<file path="config.mk">
export PLATFORM = sky130hd
export DESIGN_NAME = regfile_rd_pipe_flat
export DESIGN_NICKNAME = d
export VERILOG_FILES = /design/src/rtl/regfile_rd_pipe_if.sv /design/src/rtl/regfile_rd_pipe.sv /design/src/flat_wrapper.sv
export SDC_FILE = /design/constraint.sdc
export NUM_CORES = 2
export LEC_CHECK = 0
export ABC_AREA = 0
export CAP_MARGIN = 30
export CORE_ASPECT_RATIO = 0.8
export CORE_MARGIN = 2
export CORE_UTILIZATION = 60
export CTS_BUF_LIST = sky130_fd_sc_hd__clkbuf_2
export CTS_CLUSTER_DIAMETER = 120
export DETAILED_ROUTE_END_ITERATION = 8
export GPL_ROUTABILITY_DRIVEN = 0
export PLACE_DENSITY = 0.77
export SLEW_MARGIN = 20
export SYNTH_ARGS = -nofsm -noshare
export SYNTH_HDL_FRONTEND = slang
export SYNTH_SLANG_ARGS = --single-unit
export TNS_END_PERCENT = 20
</file>
<file path="constraint.sdc">
create_clock -name Clk -period 1.8 [get_ports Clk]
set_input_delay 0.18 -clock Clk [delete_from_list [all_inputs] [get_ports Clk]]
set_output_delay 0.18 -clock Clk [all_outputs]
set_load 0.005 [all_outputs]
</file>
<file path="src/rtl/regfile_rd_pipe_if.sv">
// Bundle of the write port and the handshaked dual read port of regfile_rd_pipe.
// The master drives writes and requests; the slave (the register file) returns data.
interface regfile_rd_pipe_if #(
    parameter int WIDTH = 32,
    parameter int AW    = 5
);
    logic             we;
    logic [AW-1:0]    wa;
    logic [WIDTH-1:0] wd;
    logic             req_valid;
    logic             req_ready;
    logic [AW-1:0]    ra1;
    logic [AW-1:0]    ra2;
    logic             rsp_valid;
    logic             rsp_ready;
    logic [WIDTH-1:0] rd1;
    logic [WIDTH-1:0] rd2;

    modport master (
        output we, wa, wd, req_valid, ra1, ra2, rsp_ready,
        input  req_ready, rsp_valid, rd1, rd2
    );

    modport slave (
        input  we, wa, wd, req_valid, ra1, ra2, rsp_ready,
        output req_ready, rsp_valid, rd1, rd2
    );
endinterface

</file>
<file path="src/rtl/regfile_rd_pipe.sv">
// Register file with one write port and a handshaked dual read port whose results are
// captured into a single-entry response buffer with write-first bypass.
module regfile_rd_pipe #(
    parameter int WIDTH = 32,
    parameter int DEPTH = 32,
    parameter int AW    = 5
) (
    input logic              Clk,
    input logic              Clrn,
    regfile_rd_pipe_if.slave bus
);
    logic [WIDTH-1:0] regs_q [DEPTH];
    logic             rsp_valid_q;
    logic             rsp_valid_d;
    logic [WIDTH-1:0] rd1_q;
    logic [WIDTH-1:0] rd1_d;
    logic [WIDTH-1:0] rd2_q;
    logic [WIDTH-1:0] rd2_d;
    logic             wr_en;
    logic             acc;

    function automatic logic in_range(input logic [AW-1:0] addr);
        return (int'(addr) < DEPTH);
    endfunction

    // Register 0 and addresses beyond DEPTH have no storage behind them.
    function automatic logic [WIDTH-1:0] read_word(input logic [AW-1:0] addr);
        if (addr == '0 || !in_range(addr)) begin
            return '0;
        end
        return regs_q[addr];
    endfunction

    assign wr_en         = bus.we && (bus.wa != '0) && in_range(bus.wa);
    assign bus.req_ready = !rsp_valid_q || bus.rsp_ready;
    assign acc           = bus.req_valid && bus.req_ready;

    always_ff @(posedge Clk or negedge Clrn) begin
        if (!Clrn) begin
            for (int i = 0; i < DEPTH; i++) begin
                regs_q[i] <= '0;
            end
        end else if (wr_en) begin
            regs_q[bus.wa] <= bus.wd;
        end
    end

    // The buffer is a snapshot: it only changes on an accepted request, so writes
    // landing during a stall are seen by the next request, not the held one.
    always_comb begin
        rsp_valid_d = rsp_valid_q;
        rd1_d       = rd1_q;
        rd2_d       = rd2_q;
        if (acc) begin
            rsp_valid_d = 1'b1;
            rd1_d       = (wr_en && bus.wa == bus.ra1) ? bus.wd : read_word(bus.ra1);
            rd2_d       = (wr_en && bus.wa == bus.ra2) ? bus.wd : read_word(bus.ra2);
        end else if (bus.rsp_ready) begin
            rsp_valid_d = 1'b0;
        end
    end

    always_ff @(posedge Clk or negedge Clrn) begin
        if (!Clrn) begin
            rsp_valid_q <= 1'b0;
            rd1_q       <= '0;
            rd2_q       <= '0;
        end else begin
            rsp_valid_q <= rsp_valid_d;
            rd1_q       <= rd1_d;
            rd2_q       <= rd2_d;
        end
    end

    assign bus.rsp_valid = rsp_valid_q;
    assign bus.rd1       = rd1_q;
    assign bus.rd2       = rd2_q;
endmodule

</file>
<file path="src/flat_wrapper.sv">
// flat-port wrapper written by rule: the top's interface ports become plain ports
module regfile_rd_pipe_flat 
#(
    parameter int WIDTH = 32,
    parameter int DEPTH = 32,
    parameter int AW    = 5
)
  (Clk, Clrn, bus_we, bus_wa, bus_wd, bus_req_valid, bus_ra1, bus_ra2, bus_rsp_ready, bus_req_ready, bus_rsp_valid, bus_rd1, bus_rd2);
  regfile_rd_pipe_if #(.WIDTH(WIDTH), .AW(AW)) bus_i ();
  input logic Clk;
  input logic Clrn;
  input wire logic [$bits(bus_i.we)-1:0] bus_we;
  input wire logic [$bits(bus_i.wa)-1:0] bus_wa;
  input wire logic [$bits(bus_i.wd)-1:0] bus_wd;
  input wire logic [$bits(bus_i.req_valid)-1:0] bus_req_valid;
  input wire logic [$bits(bus_i.ra1)-1:0] bus_ra1;
  input wire logic [$bits(bus_i.ra2)-1:0] bus_ra2;
  input wire logic [$bits(bus_i.rsp_ready)-1:0] bus_rsp_ready;
  output wire logic [$bits(bus_i.req_ready)-1:0] bus_req_ready;
  output wire logic [$bits(bus_i.rsp_valid)-1:0] bus_rsp_valid;
  output wire logic [$bits(bus_i.rd1)-1:0] bus_rd1;
  output wire logic [$bits(bus_i.rd2)-1:0] bus_rd2;
  assign bus_i.we = bus_we;
  assign bus_i.wa = bus_wa;
  assign bus_i.wd = bus_wd;
  assign bus_i.req_valid = bus_req_valid;
  assign bus_i.ra1 = bus_ra1;
  assign bus_i.ra2 = bus_ra2;
  assign bus_i.rsp_ready = bus_rsp_ready;
  assign bus_req_ready = bus_i.req_ready;
  assign bus_rsp_valid = bus_i.rsp_valid;
  assign bus_rd1 = bus_i.rd1;
  assign bus_rd2 = bus_i.rd2;
  regfile_rd_pipe #(.WIDTH(WIDTH), .DEPTH(DEPTH), .AW(AW)) u_core (.Clk(Clk), .Clrn(Clrn), .bus(bus_i));
endmodule
</file>
# After elaboration in Yosys (flattened, before gate mapping)
# Index checks and enable logic that the tools add are counted.
# word_totals
mem_bits_ro,0
word_cells,76
reg_bits,1089
ram_bits,0
inputBits,52
latch_bits,0
n_memories,0
out_inout_bits,66
# classes
eq_ne,2
n_mul,0
n_reduce_logical,11
bitwise,3
div,0
addsub,0
shifts,0
magnitude_cmp,4
muxes,21
# op_table
operator,n
bitwise mux 1024 bit,1
2-to-1 mux 32 bit,11
binary-select mux 32 bit (select 5 bit),2
demux 32 bit (select 5 bit),1
">= comparator 6 bit, second input constant",3
inverter 5 -> 6 bit,3
equality test 5 bit,2
logical NOT 5 bit,2
"< comparator 6 x 1 -> 1 bit, second input constant",1
2-to-1 mux 1 bit,6
logical AND 1 bit,5
nonzero test 5 bit,1
nonzero test 2 bit,1
logical NOT 1 bit,1
logical OR 1 bit,1

# Depth between registers and ports, before layout
# logic_depth
word_depth,6
depth_mapped,9
mapped_depth_nobuf,5

# Worst setup path after synthesis
# No wires, ideal clock.
# synth_timing
kind,input to register
from,input bus_ra1[0]
to,register u_core.rd1_q[13] (netlist: u_core.bus.rd1[13])
n_path_buf,3
arrival_ns,1.804
required_time_ns,1.662
slack_ns,-0.142
stages,8
setup_time_ns,0.138
cell_sequence,clkbuf_1 -> buf_2 -> buf_2 -> mux4_2 -> a22oi_1 -> nand2_1 -> a22oi_1 -> o211ai_1
# synth_between
elab_chain_len,6
elab_cells_between_ends,11
cone_classes,eq/ne: 1; mux: 7; bitwise: 1; reduce/logical: 2
# synth_rtl
item,line_no,rtl
start: declaration,flat_wrapper.sv:16,input wire logic [$bits(bus_i.ra1)-1:0] bus_ra1;
inverter 5 -> 6 bit (implied by the code),regfile_rd_pipe.sv:31,return regs_q[addr];
binary-select mux 32 bit (select 5 bit),regfile_rd_pipe.sv:31,
2-to-1 mux 32 bit (implied by the code) (2 in series),regfile_rd_pipe.sv:31,
2-to-1 mux 32 bit,regfile_rd_pipe.sv:31,
2-to-1 mux 32 bit (*),regfile_rd_pipe.sv:56,rd1_d = (wr_en && bus.wa == bus.ra1) ? bus.wd : read_word(bus.ra1);
end signal: assignment,regfile_rd_pipe.sv:70,rd1_q <= rd1_d;
end: declaration,regfile_rd_pipe.sv:15,logic [WIDTH-1:0] rd1_q;
# Mark *: on every way between the ends. The rest lies on a longest branch, timed or not. The select of a mux whose other input is x is not followed.
# A chain may end at the register's enable or synchronous reset.

# Worst setup path after layout
# layout_timing
from,register u_core.rsp_valid_q (netlist: u_core.bus.rsp_valid)
to,output bus_rsp_valid
# layout_rtl
item,line_no,rtl
start: declaration,regfile_rd_pipe.sv:13,logic rsp_valid_q;
start signal: assignment,regfile_rd_pipe.sv:69,rsp_valid_q <= rsp_valid_d;
end: declaration,flat_wrapper.sv:20,output wire logic [$bits(bus_i.rsp_valid)-1:0] bus_rsp_valid;
# No word-level cell between the ends.

==> flow_summary.toml <==
[power_and_ir_drop]
finalPower_mw = 64.2
p_leak_nw = 29.4
ir_worst_vdd_mv = 0.666
pwr_density_cell_nw_per_um2 = 973

[detailed_routing]
drt_pass1_iterations = 7
viasPerCell = 7.06
wl_um = 177000
drtIter0Drc = 4480
drc = 0
ant_nets = 0
wire_per_inst_um = 31.4
vias = 39700

[floorplan]
dieArea_um2 = 96200
coreArea_um2 = 93000
start_util_pct = 60.5
core.rowCount = 100
ioPinCount = 118
die_h_um = 278
fp.dieW_um = 346

[setup_path]
startpoint = "u_core.bus.rsp_valid"
path_max_fanout = 2
cp.required_ns = 1.62
reg2reg_setup_slack_ns = -0.12
startpoint_type = "flip-flop"
rr_worst_depth = 11
r2r_start = "u_core.bus.rsp_valid"
worstPathArrival_ns = 2.32
cp-end-kind = "primary output"
reg2reg_to = "u_core.bus.rd1[3]"
worst-setup-path-type = "flip-flop to primary output"
endpoint = "bus_rsp_valid"

[timing]
period_minus_slack_ns = 2.50
fin_crit_sh_pct = 139
whs_ns = 0.123
relSlewSlack_pct = 21.5
hold_viol = 0
slew_violations = 0
max_freq_mhz = 400
worst_pin_slew_ns = 1.18
rsz0062_at_grt = "yes"
fin_ws_ns = -0.699
worst_clock_skew_ns = 0.125
setup_viol = 85

[clock_tree]
clk_pin_slew_worst_paths_ns = 0.13
cts_tree = "built"
cts.sinks = 1089
cts_buffers = 283
clk_latency_ns = 1.63
clockBufferDepth = 4
htree_levels = 5
cts-root-buf = "clkbuf_2"

[place]
placed_cells = 5043
io_buffer_count = 117
dp_hpwl_um = 110000

[final_layout]
nNetsFinal = 4283
drive_gt1_share_pct = 56.6
area_delta_synth_final_pct = 17.2
fin_cells = 5620

[grt]
overflow = 0
track_usage_pct = 37.4
antenna_found_initial = 2
grt_max_degree = 112
grt_pass1_wl_um = 267000
grt_pass1_vias = 42500

[logic_synthesis]
synth_fp_nets = 3783
ys_warn_count = 0
yosysSeqAreaShare_pct = 48.5
synth.distinct_cells = 36
netlist_area_um2 = 56200
ys_seq_elements = 1089
syn_inst = 3731
syn_avg_cell_area_um2 = 15.1

[flow_run]
drv_cap = 0

[run_status]
outcome = "finished with violations"
violations = "negative setup slack"

[hold_path]
worstHoldPathType = "input port to flip-flop"
[repair_timing]
item                        CTS  global route
setup endpoints to repair    67           166
cloned                        3             1
hold endpoints to repair   2146             0
gates resized for setup     247            78
pin swaps                    27            33
setup buffers                35             5
hold buffers                 98             0
[placed cells by master (no fill, tap or decap), types with 3 or more instances in the layout]
cell type,count
a22oi_1,244
buf_4,254
mux2_1,23
clkdlybuf4s50_1,40
nand2_1,224
nand3_1,5
nor3b_1,4
buf_8,6
clkinv_1,45
dfrtp_1,1079
xor2_1,10
o211ai_1,65
dlygate4sd3_1,95
dlymetal6s2s_1,6
a32oi_1,29
a32oi_2,3
nand4b_1,3
nor2_1,4
buf_2,21
nand2_2,17
mux2_2,969
mux4_2,510
nand3b_1,4
dfrtp_2,10
buf_12,170
nor2b_4,4
clkinv_2,5
diode_2,5
inv_2,4
buf_6,18
mux2i_1,10
nor2_4,15
a22oi_2,40
clkbuf_2,425
[power by group]
| part | switching [mW] | internal [mW] |
|---|---|---|
| Sequential | 3.78 | 29.1 |
| Clock | 10.1 | 5.75 |
| Combinational | 6.05 | 9.30 |
[worst max-delay path, stage by stage, from the launching register on]
cell	delay [ns]
dfrtp_1	0.39
buf_4	0.13
buf_4	0.12
buf_6	0.10
[per-stage QoR]
| step | cell area, um2 | util (%) | setup TNS (ns) | setup WS, ns |
|---|---|---|---|---|
| floorplan | 56500 | - | -0.177 | -0.00723 |
| global placement | 62400 | 67.1 | -398.08 | -0.647 |
| detailed placement | 62400 | 67.1 | -448.81 | -0.719 |
| CTS | 66000 | 70.9 | -66.01 | -0.814 |
| global route | 65900 | 70.9 | -43.10 | -0.724 |
| finish | 65900 | 70.9 | -38.72 | -0.699 |
[Yosys cell counts, drive strengths merged]
cell / n / area (um2)
nand3: 6 / 30.0
mux4: 510 / 11500
a2111oi: 1 / 27.5
nor2b: 6 / 37.5
nor4: 2 / 27.5
nor3b: 4 / 30.0
o211ai: 65 / 488
or4: 1 / 7.51
dfrtp: 1089 / 27300
nor2: 19 / 71.3
nand4: 1 / 6.26
a22oi: 284 / 2130
a21oi: 3 / 15.0
and2: 3 / 18.8
a211oi: 1 / 7.51
inv: 1 / 3.75
or2: 1 / 6.26
a32oi: 32 / 280
a31oi: 2 / 12.5
nand2: 241 / 905
nor3: 3 / 26.3
clkbuf: 243 / 912
mux2: 992 / 11200
nand3b: 4 / 30.0
buf: 190 / 1010
xor2: 10 / 87.6
nand4b: 3 / 26.3
mux2i: 10 / 100
nand2b: 3 / 18.8
and3: 1 / 6.26
[per-layer routing]
layer	GRT usage (%)	wire length, um	vias up
met5	0	0	-
met4	20.6	9550	0
met3	9.90	18300	652
met2	57.8	83600	2583
met1	48.7	65200	20800
li1	-	-	15600
[logic make-up (layout without fill, tap and decap cells)]
| logic type | Yosys count | after routing | share of synthesized area, % |
|---|---|---|---|
| xor+xnor | 10 | 10 | 0.156 |
| compound gates | 388 | 388 | 5.27 |
| buf+inv | 434 | 1094 | 3.42 |
| mux | 1512 | 1512 | 40.5 |
| simple gates | 298 | 298 | 2.22 |
| flops | 1089 | 1089 | 48.5 |
| other cells | 0 | 5 | 0 |
[registers in the layout (all words and copies together) (netlist names)]
register	flops
u_core.regs_q	1024
u_core.bus.rd1	32
u_core.bus.rd2	32
u_core.bus.rsp_valid	1
[worst min path at each step]
stage	depth (start not counted)	end	startpoint	slack, ns
6_report	8	u_core.regs_q[843]	bus_wa[1]	0.12
5_1_grt	8	u_core.bus.rd2[6]	bus_ra2[2]	0.17
4_1_cts	9	u_core.bus.rd2[29]	bus_ra2[2]	0.006
3_5_place_dp	1	u_core.regs_q[316]	Clrn	0.07
3_3_place_gp	1	u_core.regs_q[316]	Clrn	0.07
2_1_floorplan	0	u_core.bus.rd1[0]	Clrn	-0.12
[final cells by class]
cell class	count	area (um2)
antenna	5	12.5
clock buffer	392	1960
clock inverter	53	205
fill	5975	27100
inverter	1	3.75
multi-input combinational	2208	27500
sequential	1089	27300
tap	1224	1530
timing repair buffer	648	7400
No activity file was read; power rests on OpenSTA's default activity.
